### src/rtl/prio_rr_arbiter_lock.sv
// Registered N-way arbiter with LSB/MSB/round-robin modes.
// The grant stays locked until last beat, owner abort or hold timeout.
module prio_rr_arbiter_lock #(
  parameter int N        = 8,
  parameter int MAX_HOLD = 16,
  localparam int IW      = (N > 2) ? $clog2(N) : 1
) (
  input  logic          clk,
  input  logic          rst_n,
  input  logic [N-1:0]  req,
  input  logic [1:0]    mode,
  input  logic          ack,
  input  logic          last,
  output logic [N-1:0]  gnt,
  output logic [IW-1:0] gnt_idx,
  output logic          gnt_valid,
  output logic          timeout
);

  localparam int HW = (MAX_HOLD > 1) ? $clog2(MAX_HOLD + 1) : 1;
  localparam logic [HW-1:0] HOLD_MAX = HW'(MAX_HOLD);
  localparam logic [IW-1:0] LAST_IDX = IW'(N - 1);
  localparam logic [IW:0]   N_W      = (IW + 1)'(N);
  localparam logic [N-1:0]  ONE      = {{(N-1){1'b0}}, 1'b1};

  typedef enum logic {IDLE, LOCK} state_t;

  state_t        state_q, state_d;
  logic [N-1:0]  gnt_q, gnt_d;
  logic [IW-1:0] idx_q, idx_d;
  logic [IW-1:0] ptr_q, ptr_d;
  logic [HW-1:0] hold_q, hold_d;
  logic          to_q, to_d;

  logic [IW-1:0]  win;
  logic [2*N-1:0] dbl;
  logic [N-1:0]   rot;
  logic [IW:0]    off;
  logic [IW:0]    sum;
  logic           rel_a, rel_b, rel_c;

  always_comb begin : pick
    win = '0;
    off = '0;
    sum = '0;
    dbl = {req, req} >> ptr_q;
    rot = dbl[N-1:0];
    case (mode)
      2'd0: begin
        for (int i = N - 1; i >= 0; i--)
          if (req[i]) win = IW'(i);
      end
      2'd1: begin
        for (int i = 0; i < N; i++)
          if (req[i]) win = IW'(i);
      end
      default: begin
        // rot is req rotated so bit 0 is rr_ptr
        for (int k = N - 1; k >= 0; k--)
          if (rot[k]) off = (IW + 1)'(k);
        sum = {1'b0, ptr_q} + off;
        if (sum >= N_W) sum = sum - N_W;
        win = sum[IW-1:0];
      end
    endcase
  end

  always_comb begin : fsm
    state_d = state_q;
    gnt_d   = gnt_q;
    idx_d   = idx_q;
    ptr_d   = ptr_q;
    hold_d  = hold_q;
    to_d    = 1'b0;
    rel_a   = ack & last;
    rel_b   = !req[idx_q];
    rel_c   = (MAX_HOLD != 0) && (hold_q == HOLD_MAX);
    unique case (state_q)
      IDLE: begin
        if (|req) begin
          state_d = LOCK;
          gnt_d   = ONE << win;
          idx_d   = win;
          hold_d  = HW'(1);
        end
      end
      LOCK: begin
        if (rel_a || rel_b || rel_c) begin
          state_d = IDLE;
          gnt_d   = '0;
          idx_d   = '0;
          hold_d  = '0;
          to_d    = !rel_a && !rel_b;
          ptr_d   = (idx_q == LAST_IDX) ? '0 : idx_q + 1'b1;
        end else begin
          hold_d = hold_q + 1'b1;
        end
      end
    endcase
  end

  always_ff @(posedge clk or negedge rst_n) begin
    if (!rst_n) begin
      state_q <= IDLE;
      gnt_q   <= '0;
      idx_q   <= '0;
      ptr_q   <= '0;
      hold_q  <= '0;
      to_q    <= 1'b0;
    end else begin
      state_q <= state_d;
      gnt_q   <= gnt_d;
      idx_q   <= idx_d;
      ptr_q   <= ptr_d;
      hold_q  <= hold_d;
      to_q    <= to_d;
    end
  end

  assign gnt       = gnt_q;
  assign gnt_idx   = idx_q;
  assign gnt_valid = |gnt_q;
  assign timeout   = to_q;

endmodule

### config.mk
export PLATFORM = sky130hd
export DESIGN_NAME = prio_rr_arbiter_lock
export DESIGN_NICKNAME = d
export VERILOG_FILES = /design/src/rtl/prio_rr_arbiter_lock.sv
export SDC_FILE = /design/constraint.sdc
export NUM_CORES = 1
export LEC_CHECK = 0
export BUFFER_PORTS_ARGS = -buffer_cell sky130_fd_sc_hd__buf_2
export CORE_MARGIN = 5
export CORE_UTILIZATION = 43
export CTS_CLUSTER_SIZE = 30
export DETAILED_ROUTE_END_ITERATION = 8
export GPL_TIMING_DRIVEN = 0
export REMOVE_ABC_BUFFERS = 1
export SYNTH_ARGS = -nofsm -noshare
export SYNTH_HDL_FRONTEND = slang
export SYNTH_SLANG_ARGS = --single-unit
### constraint.sdc
create_clock -name clk -period 3.4 [get_ports clk]
set_input_delay 0.17 -clock clk [delete_from_list [all_inputs] [get_ports clk]]
set_output_delay 0.17 -clock clk [all_outputs]
set_load 0.005 [all_outputs]
---- After elaboration in Yosys (flattened, before gate mapping) ----
Index checks and enable logic that the tools add are counted.
storage, ports and cells
  word-level logic and storage cells ...... 75
  bits in registers ....................... 21
operators by class
  eq/ne operators ......................... 5
  add/sub/neg operators ................... 4
  multiplexer cells ....................... 43
  bitwise gates (word level) .............. 2
  reduce and logical (&&, ||, !) cells .... 11
  $lt $le $gt $ge ......................... 2
  shift-type cells ........................ 2
operators by type and width
  operator               count
  $mux W3                19
  $mux W4                8
  $mux W8                2
  $pmux W8 S2            1
  $reduce_or A8 Y1       2
  $shr A16 B3 Y8         1
  $pmux W3 S2            2
  $mux W5                2
  $pmux W5 S2            1
  $shl A1 B3 Y8 const A  1
  $mux W1                6
  $add A5 B1 Y5 const B  1
  $eq A5 B5 Y1 const B   1
  $add A3 B4 Y4          1
  $ge A4 B4 Y1 const B   1
  $lt A3 B4 Y1 const B   1
  $reduce_and A2 Y1      2
  $add A3 B1 Y3 const B  1
  $bmux W1 S3            1
  $eq A3 B3 Y1 const B   1
  $sub A3 B1 Y3 const B  1
  $eq A2 B1 Y1 const B   1
  $logic_not A1 Y1       2
  $logic_not A2 Y1       1
  8 further kinds        9

---- Depth between registers and ports, before layout ----
  depth in word-level cells ............... 17
  gate-level depth with buffers ........... 16

---- Worst setup path before layout ----
Ideal clock, no wire load.
  path type ............................... reg2reg
  start ................................... register ptr_q[1]
  end ..................................... register gnt_q[5] (netlist: gnt[5])
  clock period less this slack ............ 3,083 ps
  path buffers ............................ 2
  library setup time ...................... 83 ps
  arrival time ............................ 3,000 ps
  path slack .............................. 317 ps
  cell stages (with the launch flop) ...... 15
  cell sequence ........................... dfrtp_1 > buf_2 > buf_1 > nor2_1 > a311oi_1 > a31oi_1 > o31a_1 > o22ai_1 > ha_1 > inv_1 > fa_1 > nor2_1 > or3_1 > or3_1 > o21ai_0
on the way
  cells in the longest elaborated chain, start to end .. 17
ends and longest elaborated chain
  item                                           line  RTL
  from (decl)                                    31    logic [IW-1:0] ptr_q, ptr_d;
  from (signal assigned)                         114   ptr_q <= ptr_d;
  $shr A16 B3 Y8                                 46    dbl = {req, req} >> ptr_q;
  $mux W3                                        60    if (rot[k]) off = (IW + 1)'(k);
  $mux W4 (7 in series)                          60
  $mux W4                                        48    case (mode)
  $add A3 B4 Y4 (*)                              61    sum = {1'b0, ptr_q} + off;
  $ge A4 B4 Y1 or $sub A3 B1 Y3 (tied branches)  62    if (sum >= N_W) sum = sum - N_W;
  $mux W3 (*)                                    62
  $pmux W3 S2 (*)                                48
  $shl A1 B3 Y8 (*)                              82    gnt_d = ONE << win;
  $mux W8 (*)                                    80    if (|req) begin
  $pmux W8 S2 (*)                                78    unique case (state_q)
  to (signal assigned)                           112   gnt_q <= gnt_d;
  to (decl)                                      29    logic [N-1:0] gnt_q, gnt_d;
Mark *: on every way between the ends. The rest lies on a longest branch, timed or not. The select of a mux whose other input is x is not followed.
A chain may end at the register's enable or synchronous reset.

---- Final worst setup path ----
Ends and elaborated chain as after synthesis.

==> impl_results.md <==
- Slew headroom: 50.21%
- IO Pins: 27
- Hpwl dp: 3251 um
- FF/Latch Area: 530.5 um^2
- Hold Vio Cnt, Final: 0
- Outcome: complete, no violations
- DR WL/cell: 15.84 um
- Number of buffers created by CTS: 3
- Drt first-iter violations: 143
- WHS: 0.3072 ns
- Share of the synthesized area in the top cell type: 28.19%
- DIE AREA: 5752 um^2
- Global-route wire length before repair: 7389 um
- Footprint of the multi-input gates: 1232 um^2
- Min cycle time layout: 3.261 ns
- Syn_area_per_cell: 8.213 um^2
- Most common cell in the netlist: nor3_1
- Most area-hungry cell type in the Yosys netlist: dfrtp_1
- RSZ-0062 raised after global routing: no
- Tightest Hold Check Type: primary input to flop
- Syn Inst Count: 227
- Max_cap viols: 0
- Yosys reg bits: 21
- Synth Cell Area: 1864 um^2
- Setup WS pre-CTS: -0.3204 ns
- Via density: 6.161
- Largest net degree at the start of global routing: 32
- Vias: 1836
- Asr flop ratio synth: 100.0%
- Final setup vio count: 0
- GRT Util Overall: 16.32%
- Antenna Nets Post-Route: 0
- IO buf count: 26
- Vias in the first global route: 1557
- Static leakage: 0.8817 nW
- Crit path DAT: 3.45 ns
- Initial Utilization: 43.41%
- Routability cong.: 0.8878
- Pwr dens: 756.4 nW/um^2
- P&R area growth vs syn: 12.28%
- Die Y: 75.85 um
- CTS tree: built
- CTS Sinks: 21
- Crit path launch: ptr_q[1]$_DFFE_PN0P_
- Row count: 24
- CP required: 3.58 ns
- Fillers: 432
- DRC: 0
- Total power: 1.583 mW
- Synth Warn #: 0
- Worst-path maximum fanout: 15
- Finished Core Util: 48.75%
- Slew Viols, Final: 0
- TritonRoute pass-1 iters: 4
- CTS root buffer: clkbuf_8
- Core Area: 4294 um^2
- TNS Setup: 0 ns
- Worst reg2reg path startpoint: ptr_q[1]$_DFFE_PN0P_
- Critical Setup Path Class: flop to flop
- Residual overflow from global routing: 0
- CTS clk-pin slew, worst paths: 0.07 ns
- Min-delay src: last
- Share of cells above drive strength 1: 21.14%
- Least-Margin Pin Slew: 0.7405 ns
- # nets final: 267
- Synth cell count leaders: nor3_1 (26), nand2_1 (22), dfrtp_1 (21), a21oi_1 (14), o21ai_0 (13)
- Crit share post-route: 95.92%
- Worst VDD drop: 244.9 uV
- Startpoint class of the critical path: flop
- R2R setup slack: 0.14 ns
- Clock buffer depth: 2
- Final setup margin: 0.1386 ns
- Routed wire length: 4721 um
- Die W: 75.85 um
- Setup Skew: 0.004584 ns
- CP Capture Type: flop
- Largest cells by area after synthesis: dfrtp_1 (28%), nor3_1 (7.0%), nand2_1 (4.4%)
- CTS H-Tree Depth: 1
- Initial antenna violation count: 0
- Post-synth top flop: dfrtp_1
- Synth cell types: 52
- Post-synth EDFFs: 0
- Sequential share of the synthesized area: 28.19%
- Max frequency: 306.6 MHz
- Clock Latency Late Sink: 0.26 ns
- Number of diodes: 0
-- path summary, 6_finish.rpt --
path,endpoint,cells past startpoint
worst max-delay path,gnt[5]$_DFFE_PN0P_,11
worst max register to register,gnt[5]$_DFFE_PN0P_,11
worst min-delay path,timeout$_DFF_PN0_,3
min in group asynchronous,ptr_q[0]$_DFFE_PN0P_,2
max in group asynchronous,ptr_q[1]$_DFFE_PN0P_,2
worst min register to register,gnt[4]$_DFFE_PN0P_,2
-- worst max-delay path, cell delays in order (launching register included) --
cell and delay [ns]:
dfrtp_4 0.50, buf_6 0.17, nor3_2 0.19, nor3_1 0.07, or4_4 0.56, o21ai_0 0.16
nand2_1 0.09, fa_2 0.55, nor2_1 0.05, or3_4 0.40, or3_1 0.32, o21ai_1 0.12
-- flip-flops by register name, indices dropped and copies added (netlist names) --
register and count:
ptr_q 3, state_q 1, timeout 1, gnt 8, gnt_idx 3, hold_q 5
-- through the flow --
| stage | area [um^2] | instances |
|---|---|---|
| finish | 2093 | 298 |
| global route | 2093 | 298 |
| CTS | 2031 | 295 |
| detailed placement | 1972 | 290 |
| global placement | 1972 | 290 |
| floorplan | 1777 | 212 |
-- layer usage --
layer / track usage, % / routed length (um) / up-vias
li1: - / - / 894
met5: 0 / 0 / -
met3: 2.375 / 179 / 2
met1: 23.15 / 2278 / 893
met2: 26.24 / 2235 / 47
met4: 3.689 / 28 / 0
-- layout by cell type (no fill, tap or decap), types with 2 or more instances in the layout --
master	instances
nor3_1	25
a211oi_1	2
and2_1	2
nand2b_1	8
nor2b_1	3
o21ai_1	2
clkbuf_8	3
or4_4	2
or2_2	2
mux4_2	2
xnor2_1	2
a22o_1	8
nor2_1	10
nor3b_1	5
ha_1	5
o21ai_0	11
buf_2	26
nand2_1	22
dfrtp_1	19
nand3_1	2
or3_1	2
nor3b_2	4
nor3_2	2
o31ai_1	4
inv_1	9
nor4_1	12
o21a_1	2
o211ai_1	3
a21oi_1	14
o311ai_1	2
-- cells by family (layout without fill, tap and decap cells) --
family                     after synthesis  count (layout)  synth area share (%)
AOI/OAI and AO/OA                       61              61                 23.16
xor gates and xnor gates                 3               3                 1.410
adders and majority gates                6               6                 4.430
buffers and inverters                   25              44                 6.711
DFF                                     21              21                 28.19
muxes                                    4               4                 3.557
and+or+nand+nor                        107             107                 32.55
-- what timing repair did --
action | in CTS | in global routing
pin swaps | 0 | 2
endpoints found under the setup margin | 10 | 9
endpoints found under the hold margin | 21 | 0
setup buffers | 0 | 3
resized for setup | 2 | 10
hold buffers | 1 | 0
-- final cells by class --
type | count | share of cell area, %
Timing Repair Buffer | 30 | 8.548
Tap cell | 52 | 3.108
Clock buffer | 4 | 2.152
Sequential cell | 21 | 25.34
Inverter | 10 | 1.973
Multi-Input combinational cell | 181 | 58.88
-- power breakdown --
part	switching [mW]	internal (mW)	leakage [nW]	total [mW]
logic	0.512	0.448	0.583	0.961
registers	0.123	0.340	0.276	0.463
clock network	0.0763	0.0833	0.0228	0.160
total	0.712	0.872	0.882	1.58
Note: power is estimated with default switching activity, not from simulation.
